--- config.mk ---
export PLATFORM = sky130hd
export DESIGN_NAME = implies_rr_arbiter
export DESIGN_NICKNAME = d
export VERILOG_FILES = /design/src/rtl/implies_rr_arbiter.sv
export SDC_FILE = /design/constraint.sdc
export NUM_CORES = 1
export LEC_CHECK = 0
export CORE_AREA = 2 2 39 41
export CTS_BUF_LIST = sky130_fd_sc_hd__clkbuf_4 sky130_fd_sc_hd__clkbuf_8
export DETAILED_ROUTE_END_ITERATION = 8
export DIE_AREA = 0 0 41 43
export PLACE_DENSITY = 0.74
export SYNTH_ARGS = -nofsm -noshare
export SYNTH_HDL_FRONTEND = slang
export SYNTH_SLANG_ARGS = --single-unit
export TNS_END_PERCENT = 20
--- constraint.sdc ---
create_clock -name clk -period 3.5 [get_ports clk]
set_input_delay 0.35 -clock clk [delete_from_list [all_inputs] [get_ports clk]]
set_output_delay 0.35 -clock clk [all_outputs]
set_load 0.01 [all_outputs]
--- src/rtl/implies_rr_arbiter.sv ---
// implies_rr_arbiter
// Two-requester round-robin arbiter that shares one bitwise implication unit
// (Y = ~A | B). The result is held in a one-entry output register that uses
// a valid/ready handshake.
//
// Ports:
//   clk, rst_n            clock, asynchronous active-low reset
//   reqN_valid/a/b/ready  requester N handshake and operand pair (N = 0, 1);
//                         reqN_ready is combinational (the grant)
//   rsp_valid/data/id     registered result, its source requester, and valid
//   rsp_ready             consumer accepts the held result this cycle
//   gnt_cnt0, gnt_cnt1    saturating grant counters, present only when
//                         IMPLIES_ARB_STATS_EN is defined
//
// Configuration macro: IMPLIES_ARB_STATS_EN (grant statistics counters).
module implies_rr_arbiter #(
  parameter int DATA_W = 4,
  parameter int CNT_W  = 8
) (
  input  logic              clk,
  input  logic              rst_n,
  input  logic              req0_valid,
  input  logic [DATA_W-1:0] req0_a,
  input  logic [DATA_W-1:0] req0_b,
  output logic              req0_ready,
  input  logic              req1_valid,
  input  logic [DATA_W-1:0] req1_a,
  input  logic [DATA_W-1:0] req1_b,
  output logic              req1_ready,
  output logic              rsp_valid,
  output logic [DATA_W-1:0] rsp_data,
  output logic              rsp_id,
  input  logic              rsp_ready
`ifdef IMPLIES_ARB_STATS_EN
  ,
  output logic [CNT_W-1:0]  gnt_cnt0,
  output logic [CNT_W-1:0]  gnt_cnt1
`endif
);

  typedef enum logic {
    EMPTY = 1'b0,
    FULL  = 1'b1
  } state_t;

  // Bitwise implication; each bit is independent, so there are no carries.
  function automatic logic [DATA_W-1:0] implies_f(input logic [DATA_W-1:0] a,
                                                  input logic [DATA_W-1:0] b);
    return ~a | b;
  endfunction

  state_t              state_r;
  logic                rsp_valid_r;
  logic [DATA_W-1:0]   rsp_data_r;
  logic                rsp_id_r;
  logic                last_gnt_r;
  logic                can_accept_s;
  logic                gnt0_s;
  logic                gnt1_s;

  // Grant selection: the output slot is free or drains this cycle. On
  // contention the requester that did not win last time is granted. The
  // grants are gated by rst_n so that no ready is asserted during reset.
  always_comb begin
    can_accept_s = (state_r == EMPTY) || rsp_ready;
    gnt0_s       = 1'b0;
    gnt1_s       = 1'b0;
    if (can_accept_s && rst_n) begin
      if (req0_valid && req1_valid) begin
        if (last_gnt_r) begin
          gnt0_s = 1'b1;
        end else begin
          gnt1_s = 1'b1;
        end
      end else if (req0_valid) begin
        gnt0_s = 1'b1;
      end else if (req1_valid) begin
        gnt1_s = 1'b1;
      end else begin
        gnt0_s = 1'b0;
        gnt1_s = 1'b0;
      end
    end else begin
      gnt0_s = 1'b0;
      gnt1_s = 1'b0;
    end
  end

  assign req0_ready = gnt0_s;
  assign req1_ready = gnt1_s;

  // Output-register FSM. A new grant takes priority over a plain drain, so
  // drain and refill happen in the same cycle.
  always_ff @(posedge clk or negedge rst_n) begin
    if (!rst_n) begin
      state_r     <= EMPTY;
      rsp_valid_r <= 1'b0;
      rsp_data_r  <= {DATA_W{1'b0}};
      rsp_id_r    <= 1'b0;
      last_gnt_r  <= 1'b1;
    end else begin
      case (state_r)
        EMPTY, FULL: begin
          if (gnt0_s) begin
            state_r     <= FULL;
            rsp_valid_r <= 1'b1;
            rsp_data_r  <= implies_f(req0_a, req0_b);
            rsp_id_r    <= 1'b0;
            last_gnt_r  <= 1'b0;
          end else if (gnt1_s) begin
            state_r     <= FULL;
            rsp_valid_r <= 1'b1;
            rsp_data_r  <= implies_f(req1_a, req1_b);
            rsp_id_r    <= 1'b1;
            last_gnt_r  <= 1'b1;
          end else if ((state_r == FULL) && rsp_ready) begin
            state_r     <= EMPTY;
            rsp_valid_r <= 1'b0;
          end else begin
            state_r     <= state_r;
            rsp_valid_r <= rsp_valid_r;
          end
        end
        default: begin
          state_r     <= EMPTY;
          rsp_valid_r <= 1'b0;
        end
      endcase
    end
  end

  assign rsp_valid = rsp_valid_r;
  assign rsp_data  = rsp_data_r;
  assign rsp_id    = rsp_id_r;

`ifdef IMPLIES_ARB_STATS_EN
  logic [CNT_W-1:0] gnt_cnt0_r;
  logic [CNT_W-1:0] gnt_cnt1_r;

  // Saturating per-requester handshake counters; only reset clears them.
  always_ff @(posedge clk or negedge rst_n) begin
    if (!rst_n) begin
      gnt_cnt0_r <= {CNT_W{1'b0}};
      gnt_cnt1_r <= {CNT_W{1'b0}};
    end else begin
      if (gnt0_s && (gnt_cnt0_r != {CNT_W{1'b1}})) begin
        gnt_cnt0_r <= gnt_cnt0_r + {{(CNT_W-1){1'b0}}, 1'b1};
      end else begin
        gnt_cnt0_r <= gnt_cnt0_r;
      end
      if (gnt1_s && (gnt_cnt1_r != {CNT_W{1'b1}})) begin
        gnt_cnt1_r <= gnt_cnt1_r + {{(CNT_W-1){1'b0}}, 1'b1};
      end else begin
        gnt_cnt1_r <= gnt_cnt1_r;
      end
    end
  end

  assign gnt_cnt0 = gnt_cnt0_r;
  assign gnt_cnt1 = gnt_cnt1_r;
`endif

endmodule

# Word level (Yosys, flattened, before mapping)
# Index checks and enable logic that the tools add are counted.
# classes
muxes	16
bitwise	5
reduce_logical	6
# op_table
cell	count
1-bit 2-to-1 mux	14
4-bit 2-to-1 mux	2
4-bit inverter	2
4-bit OR	2
1-bit logical AND	3
3-bit nonzero test	1
2-bit nonzero test	1
1-bit logical OR	1
1-bit inverter	1
# totals
register_bits	7
inputBits	21
out_inout_bits	8
elab_cells	31

# Longest topological paths before layout
# depth
word_depth	6
ltp_mapped	5
mapped_depth_nobuf	4

# Worst setup path after synthesis
# OpenSTA, ideal clock, no wires.
# synth_timing
kind	register to output
startpoint	register last_gnt_r
endpoint	output req0_ready
arrival_time_ps	1022
t_required_ps	3150
setup_slack_ps	2128
stages_incl_launch_ff	5
path_buffers	1
cell_sequence	dfstp_2 -> o21ai_2 -> or2_1 -> buf_6 -> inv_1
# synth_via
elab_chain_cells	3
# synth_rtl
element	line_no	rtl
start, declared	56	logic last_gnt_r;
start signal, assigned	100	last_gnt_r <= 1'b1;
start signal, assigned	109	last_gnt_r <= 1'b0;
start signal, assigned	115	last_gnt_r <= 1'b1;
1-bit 2-to-1 mux	70	if (last_gnt_r) begin
1-bit 2-to-1 mux	69	if (req0_valid && req1_valid) begin
1-bit 2-to-1 mux	68	if (can_accept_s && rst_n) begin
end, declared	25	output logic req0_ready,
# Every way passes these cells.

# Worst setup path after layout
# layout_timing
startpoint	input rst_n
endpoint	output req0_ready
# layout_via
elab_chain_cells	2
# layout_rtl
element	line_no	rtl
start, declared	21	input logic rst_n,
1-bit logical AND	68	
1-bit 2-to-1 mux	68	
# Every way passes these cells.

==> summary.md <==
| Metric | Value |
|---|---|
| Critical path required time | around 3.2 ns |
| Largest net degree at the start of global routing | 12 |
| FMAX | 402 MHz |
| Synth warn | 0 |
| CP Capture Type | primary output |
| Reg clk slew, reported paths | 0.05 ns |
| Setup_tns | 0 ns |
| TritonCTS clock tree | done |
| Leakage | 0.295 nW |
| Max-slew violations | 0 |
| Port Buffers | 28 |
| Power Total | between 0.2 and 0.3 mW |
| First drt pass iteration count | 4 |
| RSZ-0062 raised after global routing | no |
| Synthesized instance count | 42 |
| Final Wtd Congestion | 0.702 |
| Antenna viol nets, final | 0 |
| Antenna fix cells | 0 |
| Asr flop ratio synth | 100% |
| Die outline width | 41 um |
| Yosys top cell area share | 37.9% |
| Leading area contributor after synthesis | dfrtp_1 |
| Via density | 4.77 |
| Final setup fails | 0 |
| Core area | between 0.001 and 0.0015 mm^2 |
| Chip Height | ~43 um |
| Clk sinks | 7 |
| Final period utilization | about 70% |
| Worst-Margin Slew | 0.479 ns |
| Via count | 420 |
| CTS root buffer | clkbuf_4 |
| Syn Nets | 63 |
| Gr ovfl total | 0 |
| Sequential fraction of the synthesis area | between 40 and 50% |
| Startpoint types | input pin |
| Final hold violations | 0 |
| Fin nets | 94 |
| Final worst slack | 1.01 ns |
| Critical path arrival | 2.14 ns |
| Post-cts sizing count | 0 |
| Setup Skew | 0.00145 ns |
| Commonest non-fill, non-tap cell in the layout | clkdlybuf4s50_1 |
| Outcome | complete, no violations |
| Initial antenna violation count | 0 |
| Layout fillers | 140 |
| Slew HR | 67.9% |
| Count of different cell masters after synthesis | 20 |
| Avg Inst Size Synth | 9.44 um^2 |
| Depth of the worst register-to-register path | 3 |
| Post-CTS setup buffer count | 0 |
| Cts hold-fix bufs | 0 |
| Cell Area, Synth | 397 um^2 |
| Most frequent cells in the layout | clkdlybuf4s50_1, dfrtp_1 |
| Place WS | 0.991 ns |
| Full die area | about 0.0018 mm^2 |
| Most used DFF post-synth | dfrtp_1 |
| Max Cap Violations | 0 |
| Clock buffer depth | 2 |
| Flops & latches, synth | 7 |
| Worst vdd ir | 138 uV |
| Share of layout cells above drive strength 1 | 12.5% |
| Number of I/O pins | 29 |
| DR iter-0 viols | 17 |
| Minimum clock period | between 2 and 2.5 ns |
| Initial Util | 28.7% |
| Area added between synthesis and finish | 79.2% |
| Setup CP Type | in2out |
| Clock network latency to the later pin of the worst-skew pair | 0.26 ns |
| Hold_ws | between 0.4 and 0.5 ns |
| Post-synth EDFFs | 0 |
| Detailed Place HPWL | 784 um |
| Cts bufs inserted | 3 |
| Total detailed-routing wirelength | about 990 um |
| Crit-path max FO | 11 |
| Power per cell area | 415 mW/mm^2 |
| DR WL/cell | roughly 11 um |
| GRT Total Usage | 13.8% |
| Row count | 14 |
| Cell area after placement | 681 um^2 |
| Design area | 711 um^2 |
| First-pass GRT wire length | 1.61 mm |
| Area contributors post-synth | dfrtp_1, nand3b_1, dfstp_2 |
| H-tree levels | 1 |
| Vias in the first global route | 436 |
| DRC viols | 0 |
| Hold Crit Class | in2async |
## state kept, by name (all words and copies together), names as in the netlist
signal	count
rsp_data	4
last_gnt_r	1
rsp_valid	1
rsp_id	1
## metrics by stage
step / utilization [%] / cells
after floorplan: - / 42
after CTS: 51.4 / 88
after detailed placement: 49.2 / 84
final: 51.4 / 88
after global routing: 51.4 / 88
after global placement: 49.2 / 84
## path summary, 6_finish.rpt
check	from	endpoint	slack [ns]
worst min register to register	rsp_id$_DFFE_PN0P_	rsp_id$_DFFE_PN0P_	0.48
min in group clk	rsp_id$_DFFE_PN0P_	rsp_id$_DFFE_PN0P_	0.48
worst max-delay path	rst_n	req0_ready	1.01
worst max register to register	last_gnt_r$_DFFE_PN1P_	rsp_id$_DFFE_PN0P_	2.26
worst min-delay path	rst_n	rsp_data[0]$_DFFE_PN0P_	0.42
max in group asynchronous	rst_n	last_gnt_r$_DFFE_PN1P_	2.73
## report_power, final
group          switching [mW]  internal [mW]  leakage (nW)  total, mW
clock                  0.0315         0.0513        0.0184     0.0828
combinational          0.0369         0.0644         0.198      0.101
sequential             0.0107          0.100        0.0783      0.111
## cell usage after synthesis (all sizes together), types with 2 or more instances
library cell	n
a21o	2
a21oi	4
buf	2
dfrtp	6
inv	2
nand2	3
nand3b	4
nor2	4
nor2b	4
o21ai	2
o22ai	4
## critical path: stages
cell	delay [ns]
clkdlybuf4s50_1	0.77
nand2_4	0.10
or2_1	0.32
inv_1	0.08
clkdlybuf4s50_1	0.52
## kinds of logic after synthesis
kind of cell	after synthesis	share of synthesized area, %
AOI/OAI and AO/OA	12	18.6
buffers and inverters	4	5.99
DFF	7	44.5
and+or+nand+nor	19	30.9
## metal layers
layer / up-vias / track usage (%) / share of wire [%]
met4: 0 / 10.0 / 0
met5: - / 0 / 0
met3: 0 / 3.14 / 12
met2: 22 / 21.3 / 50
li1: 205 / - / -
met1: 193 / 15.6 / 38
## layout make-up
cell class | instances | area [um^2] | area share, %
sequential | 7 | 176 | 24.8
clock buffer | 4 | 30.0 | 4.23
tap | 16 | 20.0 | 2.82
multi-input combinational | 31 | 196 | 27.6
timing repair buffer | 28 | 280 | 39.4
inverter | 2 | 7.51 | 1.06
(Power assumes the default switching activity.)
